## src/rtl/control_unit_legv8.sv

```systemverilog
// Single-cycle LEGv8 instruction decoder: builds the 40-bit control word
// and the 64-bit constant, both held at zero until the first clock after reset.
module control_unit_legv8 (
    output logic [39:0] ControlWord,
    output logic [63:0] constant,
    input  logic [31:0] instruction,
    input  logic [4:0]  status,
    input  logic        reset,
    input  logic        clock
);
    localparam logic [4:0] FS_AND  = 5'b00000;
    localparam logic [4:0] FS_ORR  = 5'b00001;
    localparam logic [4:0] FS_EOR  = 5'b00010;
    localparam logic [4:0] FS_ADD  = 5'b00100;
    localparam logic [4:0] FS_SUB  = 5'b00101;
    localparam logic [4:0] FS_LSL  = 5'b01000;
    localparam logic [4:0] FS_LSR  = 5'b01001;
    localparam logic [4:0] FS_PASA = 5'b01100;
    localparam logic [4:0] FS_PASB = 5'b01101;
    localparam logic [4:0] FS_MOVK = 5'b01110;

    logic        run;
    logic        rw, mw, mr, bs, sl;
    logic [4:0]  fs, sa, sb, da;
    logic [1:0]  ds, pc, hw;
    logic [63:0] k;
    logic        matched, fmt_r, fmt_i, fmt_sh, fmt_d, fmt_iw;
    logic        base, cond_ok;
    logic        v, c, n, z, zl;

    assign {v, c, n, z, zl} = status;

    always_ff @(posedge clock or posedge reset) begin
        if (reset) run <= 1'b0;
        else       run <= 1'b1;
    end

    // Odd condition codes invert their even partner, except 1111 (always).
    always_comb begin
        case (instruction[3:1])
            3'd0:    base = z;
            3'd1:    base = c;
            3'd2:    base = n;
            3'd3:    base = v;
            3'd4:    base = c & ~z;
            3'd5:    base = (n == v);
            3'd6:    base = ~z & (n == v);
            default: base = 1'b1;
        endcase
        cond_ok = (instruction[3:1] == 3'd7) ? 1'b1 : base ^ instruction[0];
    end

    always_comb begin
        rw = 1'b0; mw = 1'b0; mr = 1'b0; bs = 1'b0; sl = 1'b0;
        fs = 5'd0; sa = 5'd0; sb = 5'd0; da = 5'd0;
        ds = 2'd0; pc = 2'd1; hw = 2'd0; k = 64'd0;
        fmt_r = 1'b0; fmt_i = 1'b0; fmt_sh = 1'b0; fmt_d = 1'b0; fmt_iw = 1'b0;
        matched = 1'b1;
        case (instruction[31:21])
            11'b10001011000: begin fmt_r = 1'b1; fs = FS_ADD; end
            11'b11001011000: begin fmt_r = 1'b1; fs = FS_SUB; end
            11'b10001010000: begin fmt_r = 1'b1; fs = FS_AND; end
            11'b10101010000: begin fmt_r = 1'b1; fs = FS_ORR; end
            11'b11001010000: begin fmt_r = 1'b1; fs = FS_EOR; end
            11'b10101011000: begin fmt_r = 1'b1; fs = FS_ADD; sl = 1'b1; end
            11'b11101011000: begin fmt_r = 1'b1; fs = FS_SUB; sl = 1'b1; end
            11'b11101010000: begin fmt_r = 1'b1; fs = FS_AND; sl = 1'b1; end
            11'b11010011010: begin fmt_sh = 1'b1; fs = FS_LSR; end
            11'b11010011011: begin fmt_sh = 1'b1; fs = FS_LSL; end
            11'b11111000000: begin
                fmt_d = 1'b1; sb = instruction[4:0]; mw = 1'b1;
            end
            11'b11111000010: begin
                fmt_d = 1'b1; da = instruction[4:0];
                mr = 1'b1; ds = 2'd1; rw = 1'b1;
            end
            11'b11010110000: begin sa = instruction[9:5]; pc = 2'd3; end
            default: matched = 1'b0;
        endcase
        if (!matched) begin
            matched = 1'b1;
            case (instruction[31:22])
                10'b1001000100: begin fmt_i = 1'b1; fs = FS_ADD; end
                10'b1101000100: begin fmt_i = 1'b1; fs = FS_SUB; end
                10'b1001001000: begin fmt_i = 1'b1; fs = FS_AND; end
                10'b1011001000: begin fmt_i = 1'b1; fs = FS_ORR; end
                10'b1101001000: begin fmt_i = 1'b1; fs = FS_EOR; end
                10'b1011000100: begin fmt_i = 1'b1; fs = FS_ADD; sl = 1'b1; end
                10'b1111000100: begin fmt_i = 1'b1; fs = FS_SUB; sl = 1'b1; end
                10'b1111001000: begin fmt_i = 1'b1; fs = FS_AND; sl = 1'b1; end
                default: matched = 1'b0;
            endcase
        end
        if (!matched) begin
            matched = 1'b1;
            case (instruction[31:23])
                9'b110100101: begin fmt_iw = 1'b1; fs = FS_PASB; end
                9'b111100101: begin
                    fmt_iw = 1'b1; fs = FS_MOVK; sa = instruction[4:0];
                end
                default: matched = 1'b0;
            endcase
        end
        if (!matched) begin
            matched = 1'b1;
            case (instruction[31:24])
                8'b10110100: begin
                    sa = instruction[4:0]; fs = FS_PASA;
                    pc = zl ? 2'd2 : 2'd1;
                end
                8'b10110101: begin
                    sa = instruction[4:0]; fs = FS_PASA;
                    pc = zl ? 2'd1 : 2'd2;
                end
                8'b01010100: pc = cond_ok ? 2'd2 : 2'd1;
                default: matched = 1'b0;
            endcase
            if (matched)
                k = {{43{instruction[23]}}, instruction[23:5], 2'b00};
        end
        if (!matched) begin
            case (instruction[31:26])
                6'b000101: begin
                    pc = 2'd2;
                    k = {{36{instruction[25]}}, instruction[25:0], 2'b00};
                end
                6'b100101: begin
                    pc = 2'd2; da = 5'd30; ds = 2'd2; rw = 1'b1;
                    k = {{36{instruction[25]}}, instruction[25:0], 2'b00};
                end
                default: ;
            endcase
        end
        if (fmt_r) begin
            sa = instruction[9:5]; sb = instruction[20:16];
            da = instruction[4:0]; rw = 1'b1;
        end
        if (fmt_sh) begin
            sa = instruction[9:5]; da = instruction[4:0];
            bs = 1'b1; rw = 1'b1; k = {58'd0, instruction[15:10]};
        end
        if (fmt_i) begin
            sa = instruction[9:5]; da = instruction[4:0];
            bs = 1'b1; rw = 1'b1; k = {52'd0, instruction[21:10]};
        end
        if (fmt_d) begin
            sa = instruction[9:5]; fs = FS_ADD; bs = 1'b1;
            k = {{55{instruction[20]}}, instruction[20:12]};
        end
        if (fmt_iw) begin
            da = instruction[4:0]; hw = instruction[22:21];
            bs = 1'b1; rw = 1'b1;
            k = {48'd0, instruction[20:5]} << {instruction[22:21], 4'b0000};
        end
    end

    // Output gating is combinational on reset so a mid-cycle reset bites at once.
    always_comb begin
        if (reset || !run) begin
            ControlWord = 40'd0;
            constant    = 64'd0;
        end else begin
            ControlWord = {9'd0, hw, pc, ds, da, sb, sa, fs, sl, bs, mr, mw, rw};
            constant    = k;
        end
    end
endmodule

```

## config.mk

```make
export PLATFORM = sky130hd
export DESIGN_NAME = control_unit_legv8
export DESIGN_NICKNAME = d
export VERILOG_FILES = /design/src/rtl/control_unit_legv8.sv
export SDC_FILE = /design/constraint.sdc
export NUM_CORES = 1
export LEC_CHECK = 0
export BUFFER_PORTS_ARGS = -buffer_cell sky130_fd_sc_hd__buf_2
export CAP_MARGIN = 20
export CELL_PAD_IN_SITES_DETAIL_PLACEMENT = 0
export CELL_PAD_IN_SITES_GLOBAL_PLACEMENT = 1
export CORE_MARGIN = 2
export CORE_UTILIZATION = 25
export CTS_BUF_LIST = sky130_fd_sc_hd__clkbuf_4
export DETAILED_ROUTE_END_ITERATION = 16
export PLACE_DENSITY = 0.78
export SETUP_SLACK_MARGIN = 0.2
export SLEW_MARGIN = 20
export SYNTH_ARGS = -nofsm -noshare
export SYNTH_HDL_FRONTEND = slang
export SYNTH_SLANG_ARGS = --single-unit
```

## constraint.sdc

```tcl
create_clock -name clock -period 5.5 [get_ports clock]
set_input_delay 0.825 -clock clock [delete_from_list [all_inputs] [get_ports clock]]
set_output_delay 0.825 -clock clock [all_outputs]
set_load 0.01 [all_outputs]
```

======== Word-level counts from Yosys, hierarchy flattened ========
Index checks and enable logic that the tools add are counted.
storage, ports and cells
  register bits after elaboration ......... 1
  input port bits ......................... 39
  logic and storage cells ................. 139
  output and inout bits ................... 104
cells by class
  reduce and logical (&&, ||, !) cells .... 19
  equal/unequal tests ..................... 36
  bitwise logic cells ..................... 4
  shift-type cells ........................ 1
  multiplexer cells ....................... 78
operator list
  kind                                                             number
  64-bit 2-to-1 mux                                                9
  11-bit == test, second input constant                            13
  5-bit 2-to-1 mux                                                 23
  10-bit == test, second input constant                            8
  16-bit by 6-bit << shifter with 64-bit output                    1
  31-bit 2-to-1 mux                                                1
  1-bit 2-to-1 mux                                                 30
  5-bit one-hot mux with 5 select lines                            1
  4-bit one-hot mux with 6 select lines                            1
  2-bit 2-to-1 mux                                                 10
  2-bit OR reduction                                               10
  9-bit == test, second input constant                             2
  8-bit == test, second input constant                             2
  8-bit OR reduction                                               2
  13-bit OR reduction                                              1
  3-bit == test, second input constant                             4
  5-bit one-hot mux with 2 select lines                            1
  3-bit OR reduction                                               3
  8-bit by 7-bit == test with 1-bit output, second input constant  1
  1-bit one-hot mux with 7 select lines                            1
  3-bit by 2-bit == test with 1-bit output, second input constant  2
  6-bit by 3-bit == test with 1-bit output, second input constant  1
  6-bit == test, second input constant                             1
  2-bit one-hot mux with 3 select lines                            1
  other kinds (8)                                                  9

======== Logic depth before layout (Yosys ltp) ========
Gate-level depths: netlist of the first run.
  word-level depth ........................ 15
  depth in mapped cells ................... 8
  depth with buffers taken out ............ 5

======== Least setup slack after synthesis of the first run ========
OpenSTA, ideal clock, no wires.
  path kind ............................... input -> output
  from .................................... input port instruction[24]
  to ...................................... output port ControlWord[19]
  arrival time ............................ 2387 ps
  setup slack ............................. 2288 ps
  data required time ...................... 4675 ps
  stages .................................. 6
  cells stage by stage .................... buf_2 > nor2_1 > nand4_2 > nor3_1 > nand2_1 > a22oi_1
between the ends
  cells in the longest elaborated chain, start to end .. 5
ends and longest elaborated chain
  element                       RTL line  RTL
  from (decl)                   6         input logic [31:0] instruction,
  11-bit == test                59        case (instruction[31:21])
  8-bit OR reduction (no line)  --
  1-bit 2-to-1 mux              59
  5-bit 2-to-1 mux (*)          134       if (fmt_r) begin
  31-bit 2-to-1 mux (*)         159       if (reset || !run) begin
  to (decl)                     4         output logic [39:0] ControlWord,
Mark *: on every way between the ends. The rest lies on a longest branch, timed or not.

======== Final worst setup path of the first run ========
  from .................................... input port instruction[24]
  to ...................................... output port constant[3]
between the ends
  cells in the longest elaborated chain, start to end .. 13
ends and longest elaborated chain
  element                                                       RTL line     RTL
  11-bit == test, or another cell as far along                  59
  13-bit OR reduction (no line), or another cell as far along   --
  1-bit 2-to-1 mux, on equally long branches                    59, 106, 82
  1-bit 2-to-1 mux, on equally long branches                    80, 104
  1-bit 2-to-1 mux / 64-bit 2-to-1 mux (equally long branches)  94, 118
  64-bit 2-to-1 mux                                             104          if (!matched) begin
  64-bit 2-to-1 mux                                             122          case (instruction[31:26])
  64-bit 2-to-1 mux                                             121          if (!matched) begin
  64-bit 2-to-1 mux                                             138          if (fmt_sh) begin
  64-bit 2-to-1 mux                                             142          if (fmt_i) begin
  64-bit 2-to-1 mux                                             146          if (fmt_d) begin
  64-bit 2-to-1 mux (*)                                         150          if (fmt_iw) begin
  64-bit 2-to-1 mux (*)                                         159
  to (decl)                                                     5            output logic [63:0] constant,
Mark *: on every way between the ends. The rest lies on a longest branch, timed or not. The select of a mux whose other input is x is not followed.

==> run_results.csv, run 1 <==
group,metric,value,unit
critical_path,critPathKind,"primary input to output port",
layout,finalNetCount,496,
global_route,globalRouteOverflowTotal,0,
global_route,grt_pass1_wl,15.4,mm
drt,drt_iter0_drc,293,
critical_path,critical_path_arrival,3.16,ns
drt,post_drt_wl_per_cell,18.3,µm
global_route,antenna_found_initial,0,
drt,final_antenna_net_count,0,
yosys,synth_edf_count,0,
critical_path,path_max_fanout,26,
layout,n_antenna_cell,0,
place,io_buffers,132,
die,die_h,95.6,µm
yosys,synth-seq-area-share,1.19,%
yosys,ys_top_cells_by_area,"a21oi_1, nand2_1, nor2_1",
yosys,netlist.area_leader.share,16.0,%
timing,worst-slew-pin-transition,0.974,ns
power_and_ir_drop,leakage,1.30,nW
cts,clkTransAtPathRegs,0,ns
place,place_inst,560,
timing,relSlewSlack,34.8,%
layout,syn_to_final_growth,28.7,%
die,die_area,9140,µm²
timing,min_period,3.99,ns
layout,stdcell_area,2700,µm²
drt,dr.pass1.iters,7,
critical_path,cp-end-kind,"output port",
die,start_util,25.7,%
cts,cts-resized-gates,0,
yosys,ys_types,61,
yosys,syn_inst,359,
timing,finalSetupViolations,0,
global_route,grt_usage,20.9,%
worst_hold_path,worstHoldPathType,"primary input to async pin",
layout,largest_reg_flops,1,
die,core_area,8180,µm²
drt,vias,3222,
timing,setup-tns-final,0,ns
die,io_pins,143,
yosys,ys_ff_latch,1,
timing,drv_slew,0,
timing,grt_setup_unrepaired,"false",
cts,cts_hold_buf,0,
place,dpl.hpwl,7.59,mm
yosys,synth-async-reset-ratio,100,%
drt,via_per_inst,5.75,
place,routabilityCongestion,0.903,
global_route,first_global_vias,2858,
cts,postCtsSetupBuffers,0,
timing,post-route-period-util,72.5,%
power_and_ir_drop,power_density,44.8,nW/µm²
layout,regMostFlops,"run",
yosys,synth.avg_cell_area,5.84,µm²
die,die_w,95.6,µm
layout,fin_cells,560,
yosys,synth_top_cell_by_area,"a21oi_1",
critical_path,worstPathRequired,4.68,ns
timing,max_freq,251,MHz
critical_path,cp-start-kind,"primary input",
drt,totalWireLength,10.2,mm
layout,largestRegisters,"run x1",
global_route,grt_max_degree,38,
power_and_ir_drop,ir_drop,0.0389,mV
layout,drive_gt1_share,33.2,%
outcome,status,"finished clean",
drt,drcViolationCount,0,
die,rows,33,
yosys,yosys_warnings,0,
yosys,synth-main-ff-cell,"dfrtp_1",
flow_run,maxCapViolCount,0,
timing,hold_viol,0,
place,dpl_cell_area,2700,µm²
yosys,netlist_area,2100,µm²
## per-stage QoR
step | utilization, % | setup slack, ns | hold WS [ns] | total power, mW
floorplan | - | 2.29 | 0.562 | 0.0780
global placement | 33.0 | 1.60 | 0.682 | 0.118
detailed placement | 33.0 | 1.57 | 0.683 | 0.119
CTS | 33.0 | 1.56 | 0.683 | 0.119
global route | 33.0 | 1.32 | 0.704 | 0.130
finish | 33.0 | 1.51 | 0.682 | 0.121
## cells in the mapped netlist (5+ instances only)
library cell and instances:
a21oi_1 67, nand2_1 55, nor2_1 32, nor3_1 21, clkbuf_1 19, buf_2 16, a221oi_1 13, buf_4 13
a32o_1 8, a21o_1 7, a222oi_1 7, inv_1 7, a31oi_1 6, a22oi_1 5, nand3_1 5, o21ai_0 5
## power breakdown
| part | internal, mW | switching (mW) |
|---|---|---|
| logic | 0.0328 | 0.0802 |
| registers | 0.00787 | 0.000167 |
| clock network | 0 | 0 |
## worst max-delay path: stages
cell and delay [ns]:
buf_2 0.18, nand2b_1 0.20, or4_1 0.89, nor3_4 0.54, a22oi_1 0.19, a21oi_1 0.17, buf_2 0.15
## cell type report
| cell class | instances | area (µm²) |
|---|---|---|
| fillers | 949 | 5480 |
| multi-input cells | 309 | 1810 |
| inverters | 7 | 26.3 |
| repair buffers | 138 | 706 |
| flip-flops and latches | 1 | 25.0 |
| well taps | 105 | 131 |
## metal layers
layer / vias up / track usage [%] / share of wire [%]
li1: 1514 / - / -
met2: 196 / 35.2 / 46
met4: 0 / 3.10 / 1.4
met1: 1498 / 28.8 / 42
met5: - / 0 / 0
met3: 14 / 2.69 / 10
## cell families after synthesis
kind of cell | synth area share [%]
xor+xnor | 1.67
compound gates | 43.2
flops | 1.19
other cells | 0.358
buf+inv | 14.1
simple gates | 38.1
mux | 1.43
## layout by cell type (no fill, tap or decap), drive strengths merged, types with 3 or more instances in the layout
cell type / Yosys / routed
a211oi: 3 / 3
a21o: 7 / 7
a21oi: 69 / 69
a221oi: 13 / 13
a222oi: 7 / 7
a22oi: 5 / 5
a31oi: 6 / 6
a32o: 8 / 8
buf: 31 / 138
conb: 2 / 11
inv: 7 / 7
mux2i: 3 / 3
nand2: 56 / 56
nand2b: 3 / 3
nand3: 5 / 5
nand3b: 3 / 3
nand4: 3 / 3
nor2: 32 / 32
nor2b: 3 / 3
nor3: 22 / 22
nor4: 3 / 3
o21ai: 7 / 7
or2: 3 / 3
## path summary, 6_finish.rpt
kind,slack [ns],endpoint,cells after the start,startpoint
max,1.51,constant[3],7,instruction[24]
min,0.68,run,2,reset
max in group asynchronous,4.72,run,2,reset
min in group clock,1.59,ControlWord[1],3,run
No activity file was read; power rests on OpenSTA's default activity.
==> run 2, diff against run 1 <==
--- a/config.mk
+++ b/config.mk
@@ -13,7 +13,7 @@
 export CORE_UTILIZATION = 25
 export CTS_BUF_LIST = sky130_fd_sc_hd__clkbuf_4
 export DETAILED_ROUTE_END_ITERATION = 16
-export PLACE_DENSITY = 0.78
+export PLACE_DENSITY = 0.81
 export SETUP_SLACK_MARGIN = 0.2
 export SLEW_MARGIN = 20
 export SYNTH_ARGS = -nofsm -noshare
==> constraint.sdc (replaced) <==
create_clock -name clock -period 3.3 [get_ports clock]
set_input_delay 0.495 -clock clock [delete_from_list [all_inputs] [get_ports clock]]
set_output_delay 0.495 -clock clock [all_outputs]
set_load 0.01 [all_outputs]
==> run 2 against run 1 <==
Sequential share of layout area hardly changed. Critical path depth stayed put. Worst setup slack worse by 1.1 ns. Via count is 2.0% higher. First-iteration DRC count is 24% higher. Wire length is 0.44% lower. Combinational power is 69% higher. Global-route usage is 0.16 points lower. Critical path type unchanged. Largest cell class unchanged.
==> run_results.csv, run 2 (synthesized netlist as in run 1, its figures left out) <==
group,metric,value,unit
drt,drt_iter0_drc,363,
timing,finalSetupViolations,0,
global_route,grt_max_degree,33,
critical_path,worstPathRequired,2.80,ns
layout,largestRegisters,"run x1",
timing,grt_setup_unrepaired,"false",
power_and_ir_drop,internal_power,69.7,µW
cts,cts-resized-gates,0,
layout,mostFrequentLayoutCell,"buf_2",
die,start_util,25.7,%
power_and_ir_drop,p_clk_share,0,%
place,place_inst,570,
critical_path,cpMaxStageDelayCell,"nor3_1",
critical_path,path_cells,"buf_2 -> nor2_1 -> nand4_2 -> nor3_1 -> nand2_1 -> a22oi_1 -> buf_2",
layout,regMostFlops,"run",
timing,worst-slew-pin-transition,0.572,ns
layout,syn_to_final_growth,33.2,%
place,routabilityCongestion,0.867,
timing,drv_slew,0,
timing,max_freq,343,MHz
drt,post_drt_wl_per_cell,17.8,µm
layout,fin_cells,571,
power_and_ir_drop,power_density,73.3,nW/µm²
global_route,grt_pass1_wl,15.2,mm
drt,vias,3288,
critical_path,cp_common_cell,"buf_2",
layout,stdcell_area,2800,µm²
layout,n_antenna_cell,0,
drt,totalWireLength,10.2,mm
flow_run,maxCapViolCount,0,
critical_path,critical_path_arrival,2.42,ns
timing,min_period,2.92,ns
die,io_pins,143,
die,die_w,95.6,µm
timing,relSlewSlack,61.6,%
power_and_ir_drop,p_comb_share,93.5,%
layout,final_cell_mix,"buf_2, a21oi_1, nand2_1, nor2_1, nor3_1",
layout,finalNetCount,507,
outcome,status,"finished clean",
drt,drcViolationCount,0,
global_route,globalRouteOverflowTotal,0,
power_and_ir_drop,seqPwrFrac,6.5,%
power_and_ir_drop,ir_drop,0.0725,mV
place,dpl_cell_area,2780,µm²
critical_path,path_max_fanout,12,
power_and_ir_drop,p_sw_share,65.9,%
die,die_h,95.6,µm
worst_hold_path,worstHoldPathType,"primary input to async pin",
layout,largest_reg_flops,1,
cts,postCtsSetupBuffers,0,
global_route,antenna_found_initial,0,
die,core_area,8180,µm²
critical_path,crit_buf_inv,2,
timing,hold_viol,0,
drt,dr.pass1.iters,5,
critical_path,cp-end-kind,"output port",
timing,setup-tns-final,0,ns
place,io_buffers,132,
cts,cts_hold_buf,0,
timing,post-route-period-util,88.4,%
die,die_area,9140,µm²
global_route,first_global_vias,2867,
critical_path,critPathKind,"primary input to output port",
global_route,grt_usage,20.7,%
place,dpl.hpwl,7.63,mm
critical_path,critPathMaxStageDelay,0.54,ns
power_and_ir_drop,leakage,1.37,nW
power_and_ir_drop,p_sw,135,µW
cts,clkTransAtPathRegs,0,ns
critical_path,crit_family,"simple AND/OR/NAND/NOR gates",
layout,drive_gt1_share,34.8,%
drt,final_antenna_net_count,0,
critical_path,cp-start-kind,"primary input",
drt,via_per_inst,5.76,
die,rows,33,
run 2: stage by stage:
step           power, mW  setup slack (ns)  utilization [%]  hold slack, ns
2_1_floorplan      0.130             0.748                -           0.232
3_3_place_gp       0.200             0.354             33.9           0.352
3_5_place_dp       0.201             0.390             33.9           0.354
4_1_cts            0.201             0.383             33.9           0.354
5_1_grt            0.220             0.226             34.2           0.358
6_report           0.205             0.384             34.2           0.351
run 2: cell type report:
cell class | count | area, µm²
fillers | 969 | 5380
inverters | 7 | 26.3
multi-input cells | 309 | 1810
flip-flops and latches | 1 | 25.0
well taps | 105 | 131
repair buffers | 149 | 801
run 2: worst paths after layout:
kind,start,endpoint,slack [ns],depth (start not counted)
min in group clock,run,constant[5],1.29,3
max in group asynchronous,reset,run,2.85,2
setup / recovery,instruction[24],ControlWord[19],0.38,7
hold / removal,reset,run,0.35,2
run 2: power by group through the flow:
stage / combinational, mW / sequential (mW) / clock, mW
after global routing: 0.207 / 0.0135 / 0
after detailed placement: 0.187 / 0.0134 / 0
after floorplan: 0.117 / 0.0133 / 0
after CTS: 0.188 / 0.0134 / 0
after global placement: 0.187 / 0.0133 / 0
final: 0.191 / 0.0133 / 0
run 2: routing by layer:
metal | global-route usage [%] | wire (µm)
met1 | 30.1 | 4470
met4 | 0.952 | 23
met5 | 0 | 0
met2 | 35.1 | 4850
met3 | 1.26 | 826
